`src/rtl/axis_dma_s2mm_arb.sv`:
```
// axis_dma_s2mm_arb: packet-granular round-robin arbiter sharing one DMA S2MM stream among N_SRC producers,
// tagging each beat with its source index and counting completed packets per source.
module axis_dma_s2mm_arb #(
    parameter int N_SRC      = 4,
    parameter int DATA_WIDTH = 64,
    parameter int ID_WIDTH   = 6,
    parameter int CNT_WIDTH  = 32,
    localparam int GW        = $clog2(N_SRC),
    localparam int KW        = DATA_WIDTH / 8
) (
    input  logic                        sys_clk,
    input  logic                        perif_rst_n,
    input  logic                        enable,
    input  logic [N_SRC*DATA_WIDTH-1:0] s_tdata,
    input  logic [N_SRC*KW-1:0]         s_tkeep,
    input  logic [N_SRC-1:0]            s_tlast,
    input  logic [N_SRC-1:0]            s_tvalid,
    output logic [N_SRC-1:0]            s_tready,
    output logic [DATA_WIDTH-1:0]       m_tdata,
    output logic [KW-1:0]               m_tkeep,
    output logic                        m_tlast,
    output logic [ID_WIDTH-1:0]         m_tid,
    output logic                        m_tvalid,
    input  logic                        m_tready,
    output logic                        busy,
    output logic [GW-1:0]               grant_idx,
    output logic [N_SRC*CNT_WIDTH-1:0]  pkt_cnt
);
    typedef enum logic {IDLE, GRANT} state_t;
    state_t               r_state, w_state_nxt;
    logic [GW-1:0]        r_grant_idx, r_last_grant, w_pick, w_j;
    logic                 w_any, w_acc, w_last;
    logic [CNT_WIDTH-1:0] r_cnt [N_SRC];
    // Scan from farthest to nearest so the source right after last_grant wins.
    always_comb begin
        w_pick = r_grant_idx;
        w_any  = 1'b0;
        w_j    = '0;
        for (int k = N_SRC; k >= 1; k--) begin
            w_j = GW'((int'(r_last_grant) + k) % N_SRC);
            if (s_tvalid[w_j]) begin
                w_pick = w_j;
                w_any  = 1'b1;
            end
        end
    end
    assign s_tready = (r_state == GRANT && (!m_tvalid || m_tready)) ?
                      {{(N_SRC-1){1'b0}}, 1'b1} << r_grant_idx : '0;
    assign w_acc     = |(s_tvalid & s_tready);
    assign w_last    = s_tlast[r_grant_idx];
    assign busy      = r_state == GRANT;
    assign grant_idx = r_grant_idx;
    always_comb begin
        w_state_nxt = (r_state == IDLE) ? ((enable && w_any) ? GRANT : IDLE)
                                        : ((w_acc && w_last) ? IDLE : GRANT);
    end
    always_ff @(posedge sys_clk or negedge perif_rst_n) begin
        if (!perif_rst_n) begin
            r_state      <= IDLE;
            r_grant_idx  <= '0;
            r_last_grant <= GW'(N_SRC - 1);
            m_tdata      <= '0;
            m_tkeep      <= '0;
            m_tlast      <= 1'b0;
            m_tid        <= '0;
            m_tvalid     <= 1'b0;
            for (int i = 0; i < N_SRC; i++) r_cnt[i] <= '0;
        end else begin
            r_state <= w_state_nxt;
            if (r_state == IDLE && enable && w_any) r_grant_idx <= w_pick;
            if (w_acc) begin
                m_tdata  <= s_tdata[r_grant_idx*DATA_WIDTH +: DATA_WIDTH];
                m_tkeep  <= s_tkeep[r_grant_idx*KW +: KW];
                m_tlast  <= w_last;
                m_tid    <= ID_WIDTH'(r_grant_idx);
                m_tvalid <= 1'b1;
            end else if (m_tready) begin
                m_tvalid <= 1'b0;
            end
            if (w_acc && w_last) begin
                r_last_grant       <= r_grant_idx;
                r_cnt[r_grant_idx] <= r_cnt[r_grant_idx] + CNT_WIDTH'(1);
            end
        end
    end
    for (genvar g = 0; g < N_SRC; g++) begin : g_cnt
        assign pkt_cnt[g*CNT_WIDTH +: CNT_WIDTH] = r_cnt[g];
    end
endmodule

```
`config.mk`:
```
export PLATFORM = sky130hd
export DESIGN_NAME = axis_dma_s2mm_arb
export DESIGN_NICKNAME = d
export VERILOG_FILES = /design/src/rtl/axis_dma_s2mm_arb.sv
export SDC_FILE = /design/constraint.sdc
export NUM_CORES = 1
export LEC_CHECK = 0
export ABC_AREA = 1
export CAP_MARGIN = 10
export CORE_ASPECT_RATIO = 0.5
export CORE_MARGIN = 1.5
export CORE_UTILIZATION = 35
export DETAILED_ROUTE_END_ITERATION = 16
export DONT_BUFFER_PORTS = 1
export PLACE_DENSITY = 0.47
export SETUP_SLACK_MARGIN = 0.05
export SYNTH_ARGS = -nofsm -noshare
export SYNTH_HDL_FRONTEND = slang
export SYNTH_SLANG_ARGS = --single-unit
```
`constraint.sdc`:
```
create_clock -name sys_clk -period 5.04 [get_ports sys_clk]
set_input_delay 0.756 -clock sys_clk [delete_from_list [all_inputs] [get_ports sys_clk]]
set_output_delay 0.756 -clock sys_clk [all_outputs]
set_load 0.03 [all_outputs]
```
==> results.py <==
metrics = {
    "timing": {
        "slew-limit-headroom": 0.3180,
        "timing.final.setup_violations": 0,
        "setup_ws_ps": 1156,
        "minimum_period_implied_by_the_final_worst_setup_slack_ps": 3884,
        "final_hold_violation_count": 179,
        "worst_pin_slew_ps": 1022,
        "achievable-frequency_mhz": 257.5,
        "hold_slack_ps": -66.21,
        "clock-skew-final_ps": 16.90,
        "maxSlewViolCount": 0,
        "setup_tns_ps": 0,
        "period_share": 0.7706,
        "grt_setup_unrepaired": "no",
    },
    "clock_tree": {
        "clkSlewWorstSetupHoldPaths_ps": 60,
        "cts.repair_timing.setup_buffer_count": 0,
        "clk-insertion-delay-late_ps": 540,
        "tritoncts_clock_tree": "yes",
        "htree_num_levels": 1,
        "clock_buffers_created_by_tritoncts": 23,
        "cts.sink_count": 209,
        "cts_root_buffer": "sky130_fd_sc_hd__clkbuf_16",
        "cts-root-to-sink-buffers": 3,
    },
    "setup_path": {
        "critPathSlowestCell": "sky130_fd_sc_hd__dfrtp_2",
        "critical-path-top-cell-by-count": "sky130_fd_sc_hd__nand2_1",
        "wp_depth": 9,
        "timing.critical_path.cells": "nand2_1, nor2_2, nand2_1, nand2_1, inv_1, nand2_4, buf_4, buf_4, a41oi_1",
        "beginning_of_the_critical_path": "grant_idx[0]$_DFFE_PN0P_",
        "timing.critical_path.to": "m_tdata[13]$_DFFE_PN0P_",
        "critPathArrivalTime_ps": 4250,
        "worstReg2RegEnd": "m_tdata[13]$_DFFE_PN0P_",
        "worstRegToRegCells": 9,
        "path_max_fanout": 77,
        "slowest_delay_ps": 920,
        "critPathTopFamily": "buffers and inverters",
        "crit-reg2reg-launch": "grant_idx[0]$_DFFE_PN0P_",
        "timing.critical_path.from_type": "flip-flop",
        "worstPathRequired_ps": 5400,
        "path_buf_inv": 3,
        "ff2ff_setup_slack_ps": 1160,
        "timing_worst_setup_path_type": "reg -> reg",
        "end_kind": "flip-flop",
    },
    "global_route": {
        "grt_pass1_vias": 10269,
        "globalRouteOverflowTotal": 0,
        "wire_length_of_the_first_global_routing_pass_um": 69920,
        "pin_count_of_the_biggest_net_entering_global_routing": 210,
        "number_of_antenna_violations_at_the_first_check_in_global_routing": 12,
        "globalRouteTotalUtil": 0.2777,
    },
    "synthesis": {
        "synth_seq_cells": 209,
        "synth-async-reset-ratio": 1.000,
        "top_reg_cell_synth": "sky130_fd_sc_hd__dfrtp_1",
        "synth-edff-count": 0,
        "synth-seq-area-share": 0.4561,
        "syn-cell-area_sq_mm": 0.01147,
        "yosysWarningCount": 0,
        "netlist_instances": 1593,
        "avgSynthCellArea_sq_um": 7.202,
        "yosys.cell_types.count": 30,
    },
    "final_layout": {
        "nets": 1843,
        "layout.cells.most_common_list": "sky130_fd_sc_hd__nand2_1 (807), sky130_fd_sc_hd__dfrtp_1 (206), sky130_fd_sc_hd__nor2_1 (117), sky130_fd_sc_hd__nand3_1 (107)",
        "final_util": 0.3912,
        "num-fill-cells": 3363,
        "area_delta_synth_final_pct": 8.909,
        "post_route_cells_drive_above_1_share": 0.05398,
        "layout_commonest_cell": "sky130_fd_sc_hd__nand2_1",
        "multi_input_comb_area_sq_mm": 0.005644,
        "post-route-cell-area_sq_mm": 0.01250,
        "final-seq-area_sq_mm": 0.005234,
    },
    "routing": {
        "final_antenna_net_count": 0,
        "routed_wirelength_normalized_by_instance_count_um": 25.10,
        "route.detailed.vias_per_inst": 5.683,
        "drt_iter0_drc": 1221,
        "totalWireLength_um": 49980,
        "vias_after_detailed_routing": 11314,
        "drc_errors_left": 0,
        "drt_pre_antenna_iters": 6,
    },
    "die": {
        "starting_density_of_the_core": 0.3592,
        "die-area_sq_mm": 0.03394,
        "rows": 46,
        "number_of_i_o_pins": 515,
        "core_area_sq_mm": 0.03194,
        "dieHeight_um": 131.0,
        "die_width_um": 259.1,
    },
    "placement": {
        "place_worst_setup_slack_ps": 1173,
        "postPlaceCellArea_sq_mm": 0.01172,
        "place.detailed.hpwl_um": 35310,
        "portBuffers": 0,
        "routability_congestion": 1.065,
    },
    "power": {
        "p_leak_uw": 0.005893,
        "switchingPower_uw": 3756,
        "intPower_uw": 3863,
        "power.switching_fraction": 0.4930,
        "vdd_drop_max_v": 0.0003009,
        "gate_power_share": 0.326,
        "power-per-cell-area_mw_per_mm2": 609.8,
        "pwr-share-seq": 0.439,
        "p_clk_frac": 0.235,
    },
    "worst_hold_path": {
        "min_path_type": "in -> async",
    },
    "status": {
        "violations": "hold timing",
        "run_status": "complete, but fails checks",
    },
    "flow_run": {
        "timing.max_cap.violations": 0,
    },
}
[metal layers]
| metal | track usage | share of wire | up-vias |
|---|---|---|---|
| met5 | 0.01389 | 0.0039 | - |
| met4 | 0.06398 | 0.027 | 20 |
| met3 | 0.1044 | 0.10 | 110 |
| met2 | 0.4517 | 0.46 | 568 |
| met1 | 0.3509 | 0.40 | 5507 |
| li1 | - | - | 5109 |
[worst min-delay path by stage]
stage | startpoint | endpoint | depth (start not counted)
2_1_floorplan | perif_rst_n | busy$_DFF_PN0_ | 0
3_3_place_gp | perif_rst_n | pkt_cnt[17]$_DFFE_PN0P_ | 0
3_5_place_dp | perif_rst_n | pkt_cnt[111]$_DFFE_PN0P_ | 0
4_1_cts | perif_rst_n | m_tdata[4]$_DFFE_PN0P_ | 0
5_1_grt | perif_rst_n | grant_idx[1]$_DFFE_PN0P_ | 0
6_report | perif_rst_n | pkt_cnt[111]$_DFFE_PN0P_ | 0
[state kept, by name, indices dropped and copies added (netlist names)]
name,cells
pkt_cnt,128
m_tdata,64
m_tkeep,8
grant_idx,2
m_tid,2
r_last_grant,2
busy,1
m_tlast,1
m_tvalid,1
[cells by family (layout without fill, tap and decap cells)]
group / count (synthesis) / count (layout) / share of synthesized area
flops: 209 / 209 / 0.4561
buf+inv: 141 / 101 / 0.05474
simple gates: 1051 / 1051 / 0.3602
xor+xnor: 10 / 10 / 0.007633
compound gates: 180 / 180 / 0.1200
fa+ha+maj: 1 / 1 / 0.001090
other cells: 1 / 7 / 0.0003268
[power groups by stage]
stage / Combinational (uW) / Sequential [uW] / Clock, uW
after floorplan: 1920 / 3110 / 0
after global placement: 2410 / 3380 / 0
after detailed placement: 2480 / 3380 / 0
after CTS: 2490 / 3350 / 1830
after global routing: 2760 / 3380 / 1900
final: 2490 / 3340 / 1790
[cells in the mapped netlist, drive strengths merged (5+ instances only)]
cell type    n  share of area
nand3      107          0.047
nand2      809           0.27
o21bai       7         0.0046
a22oi       72          0.047
inv         45          0.015
clkbuf      48          0.016
a41oi       72          0.055
xnor2        5         0.0038
xor2         5         0.0038
dfrtp      207           0.45
buf         48          0.024
nor2       130          0.045
o21ai       22         0.0096
[worst register-to-register path, delay by kind of cell (launching register included)]
family | cells | cell delay (ps)
flops | 1 | 920
compound gates | 1 | 240
simple gates | 5 | 1200
buf+inv | 3 | 1370
[cell type report]
cell class | count | share of cell area
clock inverter | 7 | 0.007510
tap | 432 | 0.04326
clock buffer | 32 | 0.05437
multi-input combinational | 1246 | 0.4517
sequential | 209 | 0.4188
antenna | 3 | 0.0006008
timing repair buffer | 17 | 0.01021
inverter | 45 | 0.01352
[stage by stage]
stage               cells  total power (uW)
floorplan            1596              5023
global placement     1949              5796
detailed placement   1949              5865
CTS                  1988              7669
global route         1991              8035
finish               1991              7619
[repair_timing]
action                     in CTS  in global routing
hold endpoints to repair      207                207
gates resized for setup         0                  0
setup endpoints to repair       0                  0
(Power assumes the default switching activity.)
